### src/rtl/scan_controller.sv
// Digit-scan sequencer for a 4-digit 7-segment display: slot timing, anti-ghost blanking,
// frame-coherent display latching and optional leading-zero suppression.
module scan_controller #(
   parameter int DIV_WIDTH = 16,
   parameter int DIV       = 50000,
   parameter int BLANK     = 8
) (
   input  logic        clk,
   input  logic        rst,
   input  logic        en,
   input  logic [15:0] value,
   input  logic        load,
   input  logic        lzs,
   output logic [1:0]  sel,
   output logic [3:0]  nibble,
   output logic        blank,
   output logic        frame_done
);

   typedef enum logic [1:0] {
      ST_IDLE  = 2'd0,
      ST_BLANK = 2'd1,
      ST_SHOW  = 2'd2
   } state_t;

   localparam logic [DIV_WIDTH-1:0] DIV_LAST   = DIV_WIDTH'(DIV - 1);
   localparam logic [DIV_WIDTH-1:0] BLANK_LAST = DIV_WIDTH'((BLANK > 0) ? BLANK - 1 : 0);
   localparam state_t               SLOT_START = (BLANK > 0) ? ST_BLANK : ST_SHOW;

   state_t                r_state;
   logic [DIV_WIDTH-1:0]  r_cnt;
   logic [1:0]            r_sel;
   logic [15:0]           r_pending;
   logic [15:0]           r_display;
   logic                  r_frame_done;

   state_t                w_state_next;
   logic [DIV_WIDTH-1:0]  w_cnt_next;
   logic [1:0]            w_sel_next;
   logic [15:0]           w_pending_next;
   logic [15:0]           w_display_next;
   logic                  w_frame_done_next;
   logic                  w_suppress;

   always_ff @(posedge clk or posedge rst) begin
      if (rst) begin
         r_state      <= ST_IDLE;
         r_cnt        <= '0;
         r_sel        <= '0;
         r_pending    <= '0;
         r_display    <= '0;
         r_frame_done <= 1'b0;
      end else begin
         r_state      <= w_state_next;
         r_cnt        <= w_cnt_next;
         r_sel        <= w_sel_next;
         r_pending    <= w_pending_next;
         r_display    <= w_display_next;
         r_frame_done <= w_frame_done_next;
      end
   end

   always_comb begin
      w_state_next      = r_state;
      w_cnt_next        = r_cnt;
      w_sel_next        = r_sel;
      w_pending_next    = r_pending;
      w_display_next    = r_display;
      w_frame_done_next = 1'b0;

      if (load) begin
         w_pending_next = value;
      end
      // While idle nothing is being scanned, so a load can go straight to the display.
      if (load && (r_state == ST_IDLE)) begin
         w_display_next = value;
      end

      if (!en) begin
         w_state_next = ST_IDLE;
         w_cnt_next   = '0;
         w_sel_next   = '0;
      end else begin
         unique case (r_state)
            ST_IDLE: begin
               w_state_next = SLOT_START;
               w_cnt_next   = '0;
               w_sel_next   = '0;
            end
            ST_BLANK: begin
               w_cnt_next = r_cnt + 1'b1;
               if (r_cnt == BLANK_LAST) begin
                  w_state_next = ST_SHOW;
               end
            end
            ST_SHOW: begin
               if (r_cnt == DIV_LAST) begin
                  w_cnt_next   = '0;
                  w_sel_next   = r_sel + 2'd1;
                  w_state_next = SLOT_START;
                  // Frame boundary: a coincident load beats the older pending value.
                  if (r_sel == 2'd3) begin
                     w_frame_done_next = 1'b1;
                     w_display_next    = load ? value : r_pending;
                  end
               end else begin
                  w_cnt_next = r_cnt + 1'b1;
               end
            end
            default: begin
               w_state_next = ST_IDLE;
               w_cnt_next   = '0;
               w_sel_next   = '0;
            end
         endcase
      end
   end

   always_comb begin
      w_suppress = 1'b0;
      if (lzs) begin
         unique case (r_sel)
            2'd3:    w_suppress = (r_display[15:12] == 4'h0);
            2'd2:    w_suppress = (r_display[15:8]  == 8'h00);
            2'd1:    w_suppress = (r_display[15:4]  == 12'h000);
            default: w_suppress = 1'b0;
         endcase
      end
   end

   assign sel        = r_sel;
   assign nibble     = r_display[{r_sel, 2'b00} +: 4];
   assign blank      = (r_state != ST_SHOW) | w_suppress;
   assign frame_done = r_frame_done;

endmodule
### config.mk
export PLATFORM = sky130hd
export DESIGN_NAME = scan_controller
export DESIGN_NICKNAME = d
export VERILOG_FILES = /design/src/rtl/scan_controller.sv
export SDC_FILE = /design/constraint.sdc
export NUM_CORES = 1
export LEC_CHECK = 0
export CORE_MARGIN = 2
export CORE_UTILIZATION = 45
export CTS_CLUSTER_SIZE = 40
export DETAILED_ROUTE_END_ITERATION = 10
export GPL_TIMING_DRIVEN = 0
export PLACE_DENSITY = 0.65
export RECOVER_POWER = 25
export SLEW_MARGIN = 15
export SYNTH_ARGS = -nofsm -noshare
export SYNTH_HDL_FRONTEND = slang
export SYNTH_SLANG_ARGS = --single-unit
### constraint.sdc
create_clock -name clk -period 2.7 [get_ports clk]
set_clock_uncertainty 0.2 [all_clocks]
set_input_delay 0.405 -clock clk [delete_from_list [all_inputs] [get_ports clk]]
set_output_delay 0.405 -clock clk [all_outputs]
set_load 0.01 [all_outputs]
# Yosys cells after proc, flatten, opt, wreduce, memory -nomap -nowiden
# Index checks and enable logic that the tools add are counted.
[classes]
addsub = 2
eq_ne = 11
shifts = 1
n_mux = 22
bitwise_logic = 1
n_reduce_logical = 7
[op_table]
columns = ["operator", "count"]
rows = [
  ["$mux 16", 8],
  ["$pmux 16 s2", 1],
  ["$add 16x1->16 const B", 1],
  ["$eq 16x16->1 const B", 1],
  ["$eq 16x3->1 const B", 1],
  ["$shiftx 16x5->4", 1],
  ["$logic_not 12->1", 1],
  ["$mux 2", 5],
  ["$logic_not 8->1", 1],
  ["$eq 2x2->1 const B", 3],
  ["$ne 3x3->1 const B", 2],
  ["$pmux 2 s3", 1],
  ["$mux 1", 5],
  ["$eq 2x1->1 const B", 2],
  ["$logic_not 4->1", 1],
  ["$ne 2x2->1 const B", 2],
  ["$pmux 2 s2", 1],
  ["$reduce_and 2->1", 2],
  ["$pmux 1 s3", 1],
  ["$add 2x1->2 const B", 1],
  ["$logic_not 2->1", 1],
  ["$logic_and 1x1->1", 1],
  ["$or 1x1->1", 1],
]
[word_totals]
reg_bits = 53
in_bits = 21
out_inout_bits = 8
word_cells = 50

# Longest topological paths before layout
[logic_depth]
depth_word = 7
depth_mapped = 7
depth_no_buf = 6

# Worst setup path after synthesis
# OpenSTA, ideal clock, no wires.
[synth_path]
path_kind = "reg2out"
startpoint = "register r_sel[0] (netlist: sel[0])"
endpoint = "output blank"
arrival_time_ns = 1.453
setup_slack_ns = 0.642
path_stages_with_launch = 6
path_buffers = 1
cell_sequence = "dfrtp_1 > clkbuf_1 > inv_1 > ha_1 > nand3b_1 > o21ai_0"
[synth_between]
elab_chain_len = 4
elab_cells_between_ends = 6
classes_between = "eq/ne (3); mux (2); bitwise (1)"
[synth_rtl]
columns = ["item", "line_no", "rtl"]
rows = [
  ["start: declaration", "32", "logic [1:0] r_sel;"],
  ["start signal: assignment", "56", "r_sel <= w_sel_next;"],
  ["$eq 2x1->1 or $eq 2x2->1 (tied branches)", "122", "unique case (r_sel)"],
  ["$pmux 1 s3 *", "122", ""],
  ["$mux 1 *", "121", "if (lzs) begin"],
  ["$or 1x1->1 *", "133", "assign blank = (r_state != ST_SHOW) | w_suppress;"],
  ["end: declaration", "16", "output logic blank,"],
]
# Every way passes the cells marked *; elsewhere a longest branch is shown, timed or not.

# Final worst setup path
[layout_path]
startpoint = "register r_sel[0] (netlist: sel[0])"
endpoint = "output nibble[2]"
[layout_between]
elab_chain_len = 1
[layout_rtl]
columns = ["item", "line_no", "rtl"]
rows = [
  ["$shiftx 16x5->4", "132", "assign nibble = r_display[{r_sel, 2'b00} +: 4];"],
  ["end: declaration", "15", "output logic [3:0] nibble,"],
]
# Every way passes these cells.

==> results.toml <==
[floorplan]
io_pins = 29
initial_core_util_pct = 45.9
die_x_um = 81.0
core_area_um2 = 5820
rows = 28
die_area_um2 = 6560
fp.dieH_um = 81.0

[global_routing]
grt_pass1_wl_um = 9000
overflow = 0
grt_start_max_net_pins = 33
gr-usage-all-layers_pct = 18.1
grt_antenna_before_repair = 0
first_global_vias = 1773

[worst_setup_path]
path_cells = "clkbuf_4, mux4_2, clkdlybuf4s50_1"
cp_slowest_cell = "mux4_2"
critical_path.max_stage_delay_ns = 0.52
crit_fanout = 6
crit_type = "reg -> out"
endpoint_kind = "output port"
worstSetupStartpointType = "register"
cp_data_arrival_time_ns = 1.90
worstPathRequired_ns = 2.10

[drt]
drc_errors = 0
vias_per_cell = 5.38
wl_met2_um = 2470
vias = 1871
drt_wl_total_um = 5450
first_iter_violations = 92
wl_met3_um = 177
wl_met1_um = 2750
first_pass_iters = 4
wire_per_inst_um = 15.7
postRouteAntennaNets = 0
top_layer_used = "met4"

[power_and_ir_drop]
peakVddDrop_v = 0.000324
leakage_nw = 1.32
pwr_density_cell_nw_per_um2 = 712

[sta]
drv_slew = 0
slew_headroom_pct = 44.3
setup-tns-final_ns = 0
setup_violations = 0
rsz0062_at_grt = "no"
min_period_ns = 2.51
fmax_mhz = 399
worstMarginPinSlew_ns = 0.834
hold-worst-slack_ns = 0.303
fin_crit_sh_pct = 92.8
hold_violations = 0

[placement]
numPortBuffers = 26
gp_congestion = 0.795
dpl-instance-area_um2 = 3040
hpwlAfterDp_um = 3860

[synth]
synth_top_family_by_area = "multiplexers"
synth-simple-area-share_pct = 15.2
synth_adder_area_share_pct = 4.22
synth_compound_area_share_pct = 6.09
ys_ff_latch = 53
ys_types = 33
synthCells = 237
ys.flop_type = "dfrtp_1"
synth.area.mux_share_pct = 17.3
synthXorXnorAreaFrac_pct = 3.94
synth_edf_count = 0
synthArstFlopShare_pct = 100
ys_seq_area_share_pct = 49.7
synth_area_um2 = 2670
synth_area_per_cell_um2 = 11.3
syn-num-nets = 267
synth_warnings = 0

[cts]
ctsRootBufferMaster = "clkbuf_8"
cts_hold_buf = 0
cts_tree = "yes"
worstSkewPairLatency_ns = 0.30
path_clk_slew_ns = 0.09
cts_max_level = 2
clock_path_buffers = 2
cts_buffers = 5
clock-sinks = 53

[final_layout]
antenna_cells = 0
syn2layout_area_growth_pct = 17.8
drive_gt1_share_pct = 14.7
final_common_cell = "dfrtp_1"
final_net_count = 302
num-fill-cells = 540
final_cell_mix = "53 x dfrtp_1, 24 x clkdlybuf4s50_1"
final_area_um2 = 3140

[run_status]
status = "complete, no violations"

[worst_hold_path]
hold_class = "in -> reg"

[job]
maxCapViolCount = 0
-- routing by layer --
layer / up-vias / track usage, %
met3: 4 / 3.67
met5: - / 0
met4: 0 / 5.08
li1: 912 / -
met1: 916 / 27.4
met2: 39 / 26.3
-- cell usage after synthesis, types with 2 or more instances --
| cell type | n | share of area, % |
|---|---|---|
| nor3_1 | 19 | 3.6 |
| ha_1 | 9 | 4.2 |
| nand4_1 | 2 | 0.47 |
| a41oi_1 | 2 | 0.66 |
| nor2_1 | 19 | 2.7 |
| xnor2_1 | 10 | 3.3 |
| nor4_1 | 7 | 1.6 |
| mux2_2 | 16 | 6.8 |
| nand2_1 | 9 | 1.3 |
| mux4_2 | 4 | 3.4 |
| nand3_1 | 6 | 1.1 |
| clkbuf_1 | 5 | 0.70 |
| inv_1 | 12 | 1.7 |
| buf_2 | 4 | 0.75 |
| or3_1 | 2 | 0.47 |
| a21oi_1 | 19 | 3.6 |
| and4_1 | 2 | 0.66 |
| mux2i_1 | 19 | 7.1 |
| xor2_1 | 2 | 0.66 |
| o21ai_0 | 4 | 0.75 |
| dfrtp_1 | 53 | 50 |
-- logic make-up after synthesis --
group           after synthesis
simple gates                 74
buf+inv                      22
mux                          39
compound gates               28
fa+ha+maj                     9
flops                        53
xor+xnor                     12
-- power by group --
group | leakage (nW) | internal, mW | total (mW) | switching [mW]
registers | 0.665 | 0.958 | 1.09 | 0.134
clock network | 0.0512 | 0.209 | 0.473 | 0.265
logic | 0.602 | 0.364 | 0.674 | 0.310
total | 1.32 | 1.53 | 2.24 | 0.709
-- final timing paths --
check	slack (ns)	cells past startpoint	end	from
hold / removal	0.30	2	r_state[0]	en
setup / recovery	0.19	3	nibble[2]	sel[0]
max in group asynchronous	0.52	3	sel[0]	rst
hold reg to reg	0.30	1	r_pending[0]	r_pending[0]
min in group asynchronous	0.49	2	r_display[6]	rst
setup reg to reg	0.43	6	r_cnt[9]	r_cnt[0]
-- worst max-delay path, delay by kind of cell, from the launching register on --
| family | cells | cell delay [ns] |
|---|---|---|
| muxes | 1 | 0.52 |
| DFF | 1 | 0.38 |
| buffers and inverters | 2 | 0.70 |
-- through the flow --
step                      power (mW)  util [%]  std cells  worst slack, ns
after floorplan                 1.53         -        237            0.642
after global placement          1.76      52.0        338           -0.270
after detailed placement        1.78      52.3        339           0.0501
after CTS                       2.26      54.3        348          0.00211
after global routing            2.37      54.1        348            0.125
final                           2.24      54.1        348            0.193
-- cell type report --
cell class                 instances  area [um2]  area share, %
sequential                        53        1330           42.2
timing repair buffer              28         275           8.75
multi-input combinational        162        1250           39.9
tap                               75        93.8           2.98
clock buffer                       6        82.6           2.63
buffer                            10        53.8           1.71
clock inverter                     2        13.8          0.438
inverter                          12        45.0           1.43
-- registers in the layout (all words and copies together), names as in the netlist --
signal	count
frame_done	1
r_cnt	16
r_display	16
r_pending	16
r_state	2
sel	2
-- what timing repair did --
item / in CTS / in global routing
setup endpoints to repair: 5 / 1
setup buffers: 1 / 0
gates cloned: 0 / 0
resized for setup: 3 / 1
pin swaps: 0 / 0
Power figures use the tool's default switching activity.
